### config.mk
export PLATFORM = sky130hd
export DESIGN_NAME = reg_ctx_engine
export DESIGN_NICKNAME = d
export VERILOG_FILES = /design/src/rtl/reg_ctx_engine_pkg.sv /design/src/rtl/reg_ctx_engine_mask_pick.sv /design/src/rtl/reg_ctx_engine.sv
export SDC_FILE = /design/constraint.sdc
export NUM_CORES = 1
export LEC_CHECK = 0
export BUFFER_PORTS_ARGS = -buffer_cell sky130_fd_sc_hd__buf_4
export CORE_ASPECT_RATIO = 1.5
export CORE_UTILIZATION = 30
export DETAILED_ROUTE_END_ITERATION = 6
export GPL_TIMING_DRIVEN = 0
export HOLD_SLACK_MARGIN = 0.08
export PLACE_DENSITY = 0.64
export SYNTH_ARGS = -nofsm -noshare
export SYNTH_HDL_FRONTEND = slang
export SYNTH_HIERARCHICAL = 1
export SYNTH_SLANG_ARGS = --single-unit
### constraint.sdc
create_clock -name clk -period 3.35 [get_ports clk]
set_input_delay 0.335 -clock clk [delete_from_list [all_inputs] [get_ports clk]]
set_output_delay 0.335 -clock clk [all_outputs]
set_load 0.02 [all_outputs]
### src/rtl/reg_ctx_engine_pkg.sv
// Shared types and constants for the register context save/restore engine.
// Latency: n/a (declarations only).
// Backpressure: n/a.
package reg_ctx_engine_pkg;

  localparam int DATA_W   = 24;
  localparam int IDX_W    = 4;
  localparam int ADDR_W   = 24;
  localparam int NUM_REGS = 15;

  // Architectural register indices (index 0 is the hard-wired zero register).
  localparam logic [IDX_W-1:0] REG_SP = 4'd1;
  localparam logic [IDX_W-1:0] REG_FP = 4'd2;
  localparam logic [IDX_W-1:0] REG_RA = 4'd3;
  localparam logic [IDX_W-1:0] REG_A0 = 4'd4;
  localparam logic [IDX_W-1:0] REG_A1 = 4'd5;
  localparam logic [IDX_W-1:0] REG_M0 = 4'd6;
  localparam logic [IDX_W-1:0] REG_M1 = 4'd7;
  localparam logic [IDX_W-1:0] REG_RV = 4'd8;
  localparam logic [IDX_W-1:0] REG_V0 = 4'd9;
  localparam logic [IDX_W-1:0] REG_V1 = 4'd10;
  localparam logic [IDX_W-1:0] REG_P0 = 4'd11;
  localparam logic [IDX_W-1:0] REG_P1 = 4'd12;
  localparam logic [IDX_W-1:0] REG_P2 = 4'd13;
  localparam logic [IDX_W-1:0] REG_P3 = 4'd14;
  localparam logic [IDX_W-1:0] REG_P4 = 4'd15;

  localparam logic OP_SAVE    = 1'b0;
  localparam logic OP_RESTORE = 1'b1;

  typedef enum logic [2:0] {
    ST_IDLE,
    ST_CAP,
    ST_MEM,
    ST_WB,
    ST_DONE
  } state_e;

  // One-hot mask bit for a register index; index 0 maps to no bit.
  function automatic logic [NUM_REGS-1:0] idx_bit(input logic [IDX_W-1:0] idx);
    logic [NUM_REGS-1:0] b;
    b = '0;
    if (idx != '0) b[idx - 4'd1] = 1'b1;
    return b;
  endfunction

endpackage

### src/rtl/reg_ctx_engine_mask_pick.sv
// Picks the lowest (dir=0) or highest (dir=1) selected register index from a mask.
// Latency: purely combinational.
// Backpressure: none.
module reg_mask_pick
  import reg_ctx_engine_pkg::*;
(
  input  logic [NUM_REGS-1:0] mask,
  input  logic                dir,
  output logic [IDX_W-1:0]    index,
  output logic                any
);

  // Priority scan; the last hit in scan order wins, so scan away from the wanted end.
  always_comb begin
    index = '0;
    any   = |mask;
    if (dir) begin
      for (int i = 0; i < NUM_REGS; i++) begin
        if (mask[i]) index = IDX_W'(i + 1);
      end
    end else begin
      for (int i = NUM_REGS - 1; i >= 0; i--) begin
        if (mask[i]) index = IDX_W'(i + 1);
      end
    end
  end

endmodule

### src/rtl/reg_ctx_engine.sv
// Spills/refills masked general registers to/from a descending memory stack.
// Latency: done in cycle T+1+2n for n registers with zero-wait memory, +1 per ack wait cycle.
// Backpressure: holds mem_req/addr/wdata stable until mem_ack; start ignored while busy.
module reg_ctx_engine
  import reg_ctx_engine_pkg::*;
(
  input  logic                clk,
  input  logic                rst_n,
  input  logic                start,
  input  logic                op,
  input  logic [NUM_REGS-1:0] mask,
  input  logic [ADDR_W-1:0]   base_addr,
  output logic                busy,
  output logic                done,
  output logic [ADDR_W-1:0]   end_addr,
  output logic [IDX_W-1:0]    rf_read_index,
  input  logic [DATA_W-1:0]   rf_read_data,
  output logic                rf_write_enable,
  output logic [IDX_W-1:0]    rf_write_index,
  output logic [DATA_W-1:0]   rf_write_data,
  output logic                mem_req,
  output logic                mem_we,
  output logic [ADDR_W-1:0]   mem_addr,
  output logic [DATA_W-1:0]   mem_wdata,
  input  logic                mem_ack,
  input  logic [DATA_W-1:0]   mem_rdata
);

  state_e              state_q, state_d;
  logic [NUM_REGS-1:0] pending_q, pending_d;
  logic [ADDR_W-1:0]   addr_q, addr_d;
  logic                op_q, op_d;
  logic [DATA_W-1:0]   data_q, data_d;

  logic [IDX_W-1:0]    cur;
  logic                cur_any;
  logic [NUM_REGS-1:0] pending_clr;

  // Save walks upward from the lowest register, restore walks back down from the highest.
  reg_mask_pick u_pick (
    .mask  (pending_q),
    .dir   (op_q),
    .index (cur),
    .any   (cur_any)
  );

  assign pending_clr = pending_q & ~idx_bit(cur);

  // The address counter is left untouched after DONE, so it doubles as end_addr.
  assign end_addr = addr_q;

  // State and datapath registers; reset abandons any outstanding memory request.
  always_ff @(posedge clk or negedge rst_n) begin
    if (!rst_n) begin
      state_q   <= ST_IDLE;
      pending_q <= '0;
      addr_q    <= '0;
      op_q      <= OP_SAVE;
      data_q    <= '0;
    end else begin
      state_q   <= state_d;
      pending_q <= pending_d;
      addr_q    <= addr_d;
      op_q      <= op_d;
      data_q    <= data_d;
    end
  end

  // Next-state and port drive; every output is zero outside the state that uses it.
  always_comb begin
    state_d         = state_q;
    pending_d       = pending_q;
    addr_d          = addr_q;
    op_d            = op_q;
    data_d          = data_q;
    busy            = (state_q != ST_IDLE);
    done            = 1'b0;
    rf_read_index   = '0;
    rf_write_enable = 1'b0;
    rf_write_index  = '0;
    rf_write_data   = '0;
    mem_req         = 1'b0;
    mem_we          = 1'b0;
    mem_addr        = '0;
    mem_wdata       = '0;

    case (state_q)
      ST_IDLE: begin
        if (start) begin
          pending_d = mask;
          addr_d    = base_addr;
          op_d      = op;
          if (mask == '0)          state_d = ST_DONE;
          else if (op == OP_SAVE)  state_d = ST_CAP;
          else                     state_d = ST_MEM;
        end
      end

      ST_CAP: begin
        rf_read_index = cur;
        data_d        = rf_read_data;
        addr_d        = addr_q - ADDR_W'(1);
        state_d       = ST_MEM;
      end

      ST_MEM: begin
        mem_req  = 1'b1;
        mem_addr = addr_q;
        if (op_q == OP_SAVE) begin
          mem_we    = 1'b1;
          mem_wdata = data_q;
          if (mem_ack) begin
            pending_d = pending_clr;
            state_d   = (pending_clr == '0) ? ST_DONE : ST_CAP;
          end
        end else if (mem_ack) begin
          data_d  = mem_rdata;
          state_d = ST_WB;
        end
      end

      ST_WB: begin
        // cur_any guards against ever writing the zero register.
        rf_write_enable = cur_any;
        rf_write_index  = cur;
        rf_write_data   = data_q;
        addr_d          = addr_q + ADDR_W'(1);
        pending_d       = pending_clr;
        state_d         = (pending_clr == '0) ? ST_DONE : ST_MEM;
      end

      ST_DONE: begin
        done    = 1'b1;
        state_d = ST_IDLE;
      end

      default: state_d = ST_IDLE;
    endcase
  end

endmodule

==> results of run 1 <==
[worst max-delay path: stages (launching register included)]
cell      delay (ns)
dfrtp_1         0.52
nor2_1          0.12
o31ai_1         0.23
a31oi_1         0.13
o22ai_1         0.21
clkbuf_1        0.45
nor2b_2         0.39
nand3_1         0.11
a211oi_1        0.29
nand4_1         0.20
o211ai_1        0.21
o31ai_1         0.10
[placed cells by master (no fill, tap or decap), types with 8 or more instances in the layout]
master     instances
a211oi_1          15
a21oi_1           68
a31oi_1           13
and2_1            51
and3_1            32
buf_2              8
buf_4            205
clkbuf_1          19
clkbuf_16          9
dfrtp_1           64
ha_1              21
inv_1             15
mux2i_1           40
nand2_1           64
nor2_1            66
nor2b_1            9
nor3_1            13
o21ai_0           45
o31ai_1            9
[where the power goes]
group | switching, mW | internal (mW)
combinational | 4.02 | 2.78
sequential | 0.530 | 1.23
clock | 0.398 | 0.506
total | 4.95 | 4.51
[final cells by class]
type | count | area, µm²
clock inverter | 7 | 52.55
inverter | 15 | 56.30
clock buffer | 9 | 225.2
tap | 248 | 310.3
fill | 1881 | 10330
timing repair buffer | 201 | 1509
buffer | 41 | 214.0
sequential | 67 | 1680
multi-input combinational | 571 | 3714
[per-layer routing]
metal	GRT usage [%]	vias up
met5	0	-
met4	9.268	0
met3	2.429	38
met2	38.62	191
met1	24.71	2872
li1	-	2941
[registers in the layout, indices dropped and copies added, names as in the netlist]
register,cells
data_q,24
end_addr,24
pending_q,15
state_q,3
op_q,1
[metrics by stage]
| step | instance area, µm² | utilization (%) | worst slack [ns] | setup TNS [ns] |
|---|---|---|---|---|
| after detailed placement | 7403 | 40.92 | -1.291 | -20.38 |
| after global placement | 7403 | 40.92 | -1.247 | -18.87 |
| after floorplan | 5592 | - | 0.02667 | 0 |
| after CTS | 7721 | 42.68 | 0.03249 | 0 |
| after global routing | 7761 | 42.90 | 0.02086 | 0 |
| final | 7761 | 42.90 | 0.2517 | 0 |
[final timing paths]
kind	to	startpoint	cells after the start	slack [ns]
max	state_q[0]	pending_q[1]	11	0.25
min	end_addr[15]	rst_n	1	0.12
max reg2reg	state_q[0]	pending_q[1]	11	0.25
min reg2reg	data_q[2]	data_q[2]	2	0.54
max in group asynchronous	state_q[2]	rst_n	1	2.55
min in group clk	pending_q[8]	mask[8]	3	0.21
[timing repair]
action	CTS	global route
resized for setup	11	13
gates cloned	0	1
endpoints found under the setup margin	24	12
pin swaps	1	3
buffers inserted	0	1
[kinds of logic (layout without fill, tap and decap cells)]
| family | count (synthesis) | after routing |
|---|---|---|
| compound gates | 203 | 203 |
| xor+xnor | 11 | 11 |
| fa+ha+maj | 23 | 23 |
| buf+inv | 57 | 273 |
| flops | 67 | 67 |
| mux | 46 | 46 |
| simple gates | 287 | 288 |
==> run_results.csv, run 1 <==
group,metric,value,unit
synth,synth-main-ff-cell,"dfrtp_1",
drt,drc_errors,0,
global_route,antenna_found_initial,0,
synth,yosys_warnings,6,
synth,seq_area_frac_synth,30.00,%
global_route,grt_overflow,0,
layout,nets,1021,
outcome,status,"completed",
clocking,clk_latency,0.34,ns
worst_setup_path,startpoint_type,"flip-flop",
clocking,cts_hold_buf,0,
run,drv_cap,0,
clocking,htreeDepth,3,
worst_setup_path,criticalPathCategory,"reg -> reg",
synth,synth-simple-area-share,26.84,%
place,dp_cells,1142,
timing,layout_min_cycle_time,3.098,ns
drt,postRouteWirelength,20510,µm
synth,ys_seq_elements,67,
clocking,clockBufferDepth,2,
timing,hold_viol,0,
synth,synth_compound_area_share,23.13,%
drt,via_count,6042,
global_route,grt_max_degree,68,
floorplan,core,18090,µm²
drt,wl_met3,888,µm
clocking,cts_buffers,9,
drt,top_layer,"met4",
drt,dr.pass1.iters,5,
floorplan,die_x,113.4,µm
synth,synth-edff-count,0,
synth,synthTopCellsByCount,"a21oi_1, dfrtp_1, nor2_1",
worst_hold_path,hp-class,"in -> async",
timing,finalCritPeriodShare,92.49,%
floorplan,die_y,169.2,µm
synth,avgSynthCellArea,8.053,µm²
synth,netlist_instances,694,
clocking,cts_tree,"yes",
synth,synth_cell_types,75,
floorplan,dieArea,19190,µm²
timing,setup_viol,0,
worst_setup_path,required,3.56,ns
synth,yosys.area.top_type,"dfrtp_1",
floorplan,start_util,30.89,%
power,power_density,1219,nW/µm²
synth,synth_area,5589,µm²
layout,drive_above_1_share,30.19,%
worst_setup_path,end_kind,"flip-flop",
global_route,grtUsageTotal,21.17,%
global_route,grt_pass1_vias,6016,
clocking,clk_pin_slew,0.06,ns
synth,synthMuxAreaShare,8.373,%
global_route,grt_pass1_wl,31290,µm
timing,tightestPinTransition,0.9329,ns
power,total_power,9.463,mW
drt,wl_met2,10770,µm
timing,timing.fmax,322.8,MHz
drt,wl_met1,8236,µm
synth,yosys.area_share.adder,5.283,%
synth,syn-num-nets,809,
place,portBuffers,200,
timing,holdWs,0.1155,ns
timing,fin_skew,0.007676,ns
layout,antenna_cells,0,
power,ir_drop,0.5225,mV
clocking,root_buffer,"clkbuf_16",
synth,synth_top_area_share,30.00,%
drt,drt-wirelength-per-cell,17.70,µm
synth,synth.top_cells.by_area,"dfrtp_1, mux2i_1, a21oi_1",
drt,drt-initial-drc-count,348,
floorplan,rows,60,
place,dp_hpwl,15620,µm
power,leakagePower,3.588,nW
timing,rsz0062_at_grt,"false",
place,gp_congestion,0.9500,
floorplan,io_pins,201,
layout,area_growth,38.86,%
timing,maxSlewHeadroom,37.81,%
synth,yosysMostFrequentCell,"a21oi_1",
drt,ant_nets,0,
layout,fin_cells,1159,
synth,async_flop_share,100.0,%
synth,synth-xor-area-share,1.724,%
clocking,cts_num_sinks,67,
drt,routed_via_density,5.213,
worst_setup_path,worstPathMaxFanout,10,
synth,synth_top_family_by_area,"simple AND/OR/NAND/NOR gates",
timing,drv_slew,0,
worst_setup_path,crit_arrival,3.31,ns
Note: power is estimated with default switching activity, not from simulation.
==> inputs of run 2 (changes only) <==
--- a/config.mk
+++ b/config.mk
@@ -5,13 +5,14 @@
 export SDC_FILE = /design/constraint.sdc
 export NUM_CORES = 1
 export LEC_CHECK = 0
+export ABC_AREA = 1
 export BUFFER_PORTS_ARGS = -buffer_cell sky130_fd_sc_hd__buf_4
 export CORE_ASPECT_RATIO = 1.5
 export CORE_UTILIZATION = 30
 export DETAILED_ROUTE_END_ITERATION = 6
 export GPL_TIMING_DRIVEN = 0
 export HOLD_SLACK_MARGIN = 0.08
-export PLACE_DENSITY = 0.64
+export PLACE_DENSITY = 0.63
 export SYNTH_ARGS = -nofsm -noshare
 export SYNTH_HDL_FRONTEND = slang
 export SYNTH_HIERARCHICAL = 1
==> run_results.csv, run 2 <==
group,metric,value,unit
outcome,status,"completed",
drt,ant_nets,0,
synth,syn-num-nets,1135,
drt,drt-initial-drc-count,285,
worst_setup_path,end_kind,"flip-flop",
layout,final_cell_mix,"nand2_1, buf_4, nor2_1, inv_1, dfrtp_1",
run,drv_cap,0,
global_route,grt_use_met3,3.138,%
clocking,cts_tree,"yes",
worst_setup_path,path_common_cell,"nand2_1",
layout,nets,1346,
place,dp_cells,1476,
place,portBuffers,200,
timing,timing.fmax,332.6,MHz
timing,hold_viol,0,
worst_setup_path,worstPathMaxFanout,32,
layout,final_common_cell,"nand2_1",
layout,area_growth,36.06,%
drt,routed_via_density,4.654,
timing,finalCritPeriodShare,89.74,%
synth,seq_area_frac_synth,28.23,%
floorplan,start_util,30.87,%
drt,via_count,6939,
power,ir_drop,0.4934,mV
timing,fin_ws,0.3436,ns
worst_setup_path,required,3.58,ns
global_route,gr-usage-met2,37.60,%
drt,drt-wirelength-per-cell,14.05,µm
timing,drv_slew,0,
synth,synth_cell_types,39,
synth,synth_top_area_share,28.23,%
clocking,clk_latency,0.35,ns
floorplan,rows,62,
layout,fillers,2117,
worst_setup_path,path_cells,"nor2_8, nand2_1, clkbuf_4, ha_1, nand2_1, nand3_1, nand2_1, nand2_1, a21oi_1, xor2_1, nand2_1, nand2_1, nand2_1",
clocking,clk_pin_slew,0.06,ns
timing,fin_skew,0.008192,ns
global_route,grtUsageMet1,25.50,%
floorplan,die_x,116.9,µm
clocking,cts_buffers,9,
synth,synth.top_cells.by_area,"dfrtp_1, nand2_1, nor2_1",
timing,rsz0062_at_grt,"false",
synth,yosys_warnings,6,
worst_setup_path,cp_slowest_cell,"dfrtp_1",
power,leakagePower,4.569,nW
synth,netlist_instances,1020,
clocking,cts_num_sinks,67,
power,power_density,1238,nW/µm²
global_route,grt_overflow,0,
drt,drc_errors,0,
floorplan,core,19240,µm²
clocking,cts_hold_buf,0,
global_route,grt_max_degree,68,
floorplan,die_y,174.3,µm
timing,setup_viol,0,
floorplan,io_pins,201,
global_route,antenna_found_initial,0,
worst_hold_path,hp-class,"in -> async",
drt,dr.pass1.iters,4,
synth,ys_seq_elements,67,
place,dp_hpwl,16600,µm
drt,postRouteWirelength,20950,µm
worst_setup_path,criticalPathCategory,"reg -> reg",
synth,synth_area,5939,µm²
synth,avgSynthCellArea,5.823,µm²
synth,synth-main-ff-cell,"dfrtp_1",
timing,maxSlewHeadroom,38.51,%
layout,post-route-util,42.01,%
synth,synthTopCellsByCount,"nand2_1, nor2_1, inv_1",
synth,yosysMostFrequentCell,"nand2_1",
synth,yosys.area.top_type,"dfrtp_1",
worst_setup_path,startpoint_type,"flip-flop",
clocking,root_buffer,"clkbuf_16",
timing,setup_tns,0,ns
timing,tightestPinTransition,0.9223,ns
synth,synth-edff-count,0,
place,gp_congestion,0.8737,
floorplan,dieArea,20380,µm²
global_route,grt.busiest_layer,"met2",
layout,fin_cells,1491,
global_route,grtUsageTotal,21.29,%
clocking,htreeDepth,3,
layout,antenna_cells,0,
synth,async_flop_share,100.0,%
global_route,grt_pass1_vias,6795,
global_route,grt_pass1_wl,33590,µm
clocking,clockBufferDepth,2,
layout,drive_above_1_share,20.24,%
worst_setup_path,crit_arrival,3.24,ns
worst_setup_path,slowest_delay,0.46,ns
timing,layout_min_cycle_time,3.006,ns
place,dp_slack,0.03430,ns
-- run 2: changes by cell type after synthesis, moves of 32 or more --
cell,delta
mux2i_1,-40
nand3_1,+37
nor2_1,+126
and3_1,-32
inv_1,+136
and2_1,-48
nand2_1,+253
-- run 2: worst paths after layout --
check                                   from      endpoint  slack [ns]  depth (start not counted)
worst min-delay path                   rst_n   end_addr[6]        0.12                          1
min in group clk                base_addr[0]   end_addr[0]        0.24                          3
worst min register to register     data_q[6]     data_q[6]        0.55                          2
max in group asynchronous              rst_n  end_addr[13]        2.62                          1
worst max register to register    state_q[2]  end_addr[11]        0.34                         13
worst max-delay path              state_q[2]  end_addr[11]        0.34                         13
-- run 2: what timing repair did --
action	CTS	global route
resized for setup	0	2
endpoints found under the setup margin	0	18
buffers inserted	0	0
hold endpoints to repair	0	0
-- run 2: logic make-up (layout without fill, tap and decap cells) --
kind of cell	after synthesis	count (layout)	share of synthesized area [%]
buffers and inverters	199	414	13.06
and+or+nand+nor	594	594	40.83
adders and majority gates	23	23	4.972
DFF	67	67	28.23
xor gates and xnor gates	6	6	0.8848
AOI/OAI and AO/OA	131	131	12.03
-- run 2: critical path: cells and delay by family, from the launching register on --
| kind | cells | cell delay (ns) |
|---|---|---|
| AOI/OAI and AO/OA | 1 | 0.25 |
| xor gates and xnor gates | 1 | 0.17 |
| adders and majority gates | 1 | 0.45 |
| buffers and inverters | 1 | 0.40 |
| DFF | 1 | 0.46 |
| and+or+nand+nor | 9 | 1.14 |
-- run 2: area by class of cell --
class | instances | area (µm²) | share of cell area [%]
Sequential cell | 67 | 1677 | 20.75
Tap cell | 256 | 320.3 | 3.963
Clock buffer | 9 | 225.2 | 2.787
Clock inverter | 6 | 91.34 | 1.130
Multi-Input combinational cell | 754 | 3487 | 43.15
Timing Repair Buffer | 200 | 1501 | 18.58
Inverter | 167 | 626.9 | 7.757
Buffer | 32 | 152.6 | 1.889
-- run 2: stage by stage --
step / cell area, µm² / hold slack, ns / power [mW]
2_1_floorplan: 5939 / 0.03941 / 6.652
4_1_cts: 8079 / 0.1608 / 10.07
6_report: 8082 / 0.1219 / 10.00
5_1_grt: 8082 / 0.2051 / 11.06
3_3_place_gp: 7761 / 0.5307 / 8.889
3_5_place_dp: 7762 / 0.5288 / 8.971
-- run 2: report_power, final --
part           internal, mW  total [mW]  switching (mW)  leakage [nW]
registers              1.24        1.66           0.413         0.774
logic                  2.59        7.30            4.71          3.65
clock network         0.649        1.05           0.400         0.144
-- run 2: metal layers --
metal  wire length (µm)  part of all wire (%)
met1               8884                    42
met2              10590                    51
met3                889                   4.2
met5                  0                     0
met4                592                   2.8
==> inputs of run 3 (changes only) <==
--- a/config.mk
+++ b/config.mk
@@ -5,14 +5,14 @@
 export SDC_FILE = /design/constraint.sdc
 export NUM_CORES = 1
 export LEC_CHECK = 0
-export ABC_AREA = 1
 export BUFFER_PORTS_ARGS = -buffer_cell sky130_fd_sc_hd__buf_4
 export CORE_ASPECT_RATIO = 1.5
 export CORE_UTILIZATION = 30
+export CTS_BUF_LIST = sky130_fd_sc_hd__clkbuf_4
 export DETAILED_ROUTE_END_ITERATION = 6
 export GPL_TIMING_DRIVEN = 0
 export HOLD_SLACK_MARGIN = 0.08
-export PLACE_DENSITY = 0.63
+export PLACE_DENSITY = 0.64
 export SYNTH_ARGS = -nofsm -noshare
 export SYNTH_HDL_FRONTEND = slang
 export SYNTH_HIERARCHICAL = 1
==> run_results.csv, run 3 (synthesis gave the netlist of run 1 again) <==
group,metric,value,unit
outcome,status,"completed",
place,post_dp_cell_area,7403,µm²
layout,area_growth,39.02,%
power,seq_power_share,19.3,%
worst_setup_path,cp_slowest_cell,"dfrtp_1",
worst_setup_path,reg2reg_setup_slack,0.21,ns
worst_setup_path,worstPathMaxFanout,10,
drt,via_count,6112,
floorplan,core,18090,µm²
power,leakagePower,3.586,nW
power,power_density,1173,nW/µm²
worst_setup_path,path_cells,"nor2_1, o31ai_1, a31oi_1, o22ai_1, clkbuf_1, nor2b_2, nand3_1, a211oi_1, nand4_1, a21oi_1, o21ai_0",
power,clkPwrFrac,5.6,%
timing,layout_min_cycle_time,3.141,ns
run,drv_cap,0,
worst_hold_path,hp-class,"in -> reg",
global_route,grt_max_degree,68,
timing,fin_skew,0.02011,ns
layout,multi_input_area,3732,µm²
layout,nets,1036,
place,gp_congestion,0.9500,
worst_setup_path,path_buf_inv,1,
worst_setup_path,end_kind,"flip-flop",
drt,ant_nets,0,
worst_setup_path,rr_worst_depth,11,
worst_setup_path,r2r-end,"state_q[1]",
worst_setup_path,crit_arrival,3.42,ns
layout,final_cell_mix,"buf_4, a21oi_1, nor2_1, nand2_1, dfrtp_1",
drt,drt-initial-drc-count,364,
global_route,grt_pass1_vias,6070,
global_route,grt_pass1_wl,31550,µm
timing,fin_ws,0.2092,ns
clocking,cts_buffers,9,
floorplan,die_x,113.4,µm
timing,maxSlewHeadroom,38.93,%
timing,drv_slew,0,
drt,postRouteWirelength,20650,µm
worst_setup_path,r2r_start,"pending_q[1]",
global_route,antenna_found_initial,1,
drt,drt-wirelength-per-cell,17.57,µm
layout,fillers,1875,
clocking,clockBufferDepth,2,
power,p_int,4.194,mW
worst_setup_path,cp.depth,11,
clocking,clk_latency,0.43,ns
power,p_sw_share,53.98,%
layout,drive_above_1_share,30.13,%
worst_setup_path,slowest_delay,0.55,ns
worst_setup_path,required,3.63,ns
global_route,grtUsageTotal,21.28,%
clocking,cts_num_sinks,67,
timing,tightestPinTransition,0.9160,ns
floorplan,rows,60,
power,pwr-share-comb,75.2,%
drt,drc_errors,0,
power,p_switching,4.919,mW
timing,setup_viol,0,
drt,dr.pass1.iters,5,
power,total_power,9.113,mW
clocking,root_buffer,"clkbuf_4",
worst_setup_path,startpoint_type,"flip-flop",
global_route,grt_overflow,0,
floorplan,dieArea,19190,µm²
timing,hold_viol,0,
place,dp_hpwl,15620,µm
drt,routed_via_density,5.202,
timing,finalCritPeriodShare,93.75,%
place,portBuffers,200,
worst_setup_path,critPathTopFamily,"compound AO/OA/AOI/OAI gates",
timing,timing.fmax,318.4,MHz
layout,design_area,7770,µm²
worst_setup_path,crit_end,"state_q[1]",
layout,final_common_cell,"buf_4",
floorplan,start_util,30.89,%
floorplan,io_pins,201,
clocking,clk_pin_slew,0.14,ns
clocking,cts_tree,"yes",
floorplan,die_y,169.2,µm
worst_setup_path,criticalPathCategory,"reg -> reg",
power,ir_drop,0.4968,mV
place,dp_slack,-1.291,ns
layout,register_area,1680,µm²
worst_setup_path,startpoint,"pending_q[1]",
clocking,htreeDepth,3,
-- run 3: cell types whose count changed in the layout (fill, tap and decap cells not counted), sizes merged, moves of 10 or more --
cell / delta
mux2i: +40
nor2b: +12
inv: -149
nand3: -37
a211oi: +17
buf: +10
a31oi: -14
dlygate4sd3: +13
and3: +32
nor2: -128
a21oi: +15
and2: +49
nand4: -11
nand2: -252
-- run 3: routing by layer --
metal	GRT usage [%]	wire length, µm	vias up
met5	0	0	-
met4	7.895	486	0
met3	2.214	758	30
met2	39.48	11100	175
met1	24.98	8300	2935
li1	-	-	2972
-- run 3: power groups by stage --
stage               sequential (mW)  combinational (mW)  clock (mW)
CTS                            1.74                6.73       0.533
global placement               1.74                6.59           0
global route                   1.81                7.48       0.568
detailed placement             1.76                6.65           0
finish                         1.76                6.85       0.506
floorplan                      1.76                4.47           0
-- run 3: layout make-up --
cell class	instances	share of cell area [%]
flip-flops and latches	67	21.63
inverters	15	0.7246
repair buffers	216	21.29
plain buffers	41	2.754
clock inverters	7	0.6763
multi-input cells	571	48.04
diodes	1	0.03221
clock buffers	9	0.8696
well taps	248	3.994
-- run 3: timing repair --
item | CTS | global route
resized for setup | 13 | 13
setup endpoints to repair | 24 | 13
hold buffers | 13 | 0
cloned | 0 | 1
pin swaps | 1 | 3
setup buffers | 0 | 3
hold endpoints to repair | 79 | 0
-- run 3: worst min-delay path, delay by kind of cell --
kind / cells / cell delay, ns
and+or+nand+nor: 2 / 0.09
buffers and inverters: 1 / 0.09
-- run 3: worst min path at each step --
stage / start / to / slack, ns / cells past startpoint
after floorplan: rst_n / data_q[0] / 0.04 / 0
after global placement: data_q[22] / data_q[22] / 0.52 / 2
after detailed placement: rst_n / end_addr[15] / 0.53 / 1
after CTS: mask[14] / pending_q[14] / 0.08 / 3
after global routing: mask[13] / pending_q[13] / 0.09 / 3
final: mask[14] / pending_q[14] / 0.13 / 3
-- run 3: per-stage QoR --
| step | instances | TNS (ns) | hold slack (ns) | utilization (%) |
|---|---|---|---|---|
| floorplan | 694 | 0 | 0.03941 | - |
| global placement | 1142 | -18.87 | 0.5173 | 40.92 |
| detailed placement | 1142 | -20.38 | 0.5309 | 40.92 |
| CTS | 1171 | 0 | 0.08006 | 42.54 |
| global route | 1175 | -0.008964 | 0.09017 | 42.95 |
| finish | 1175 | 0 | 0.1284 | 42.95 |
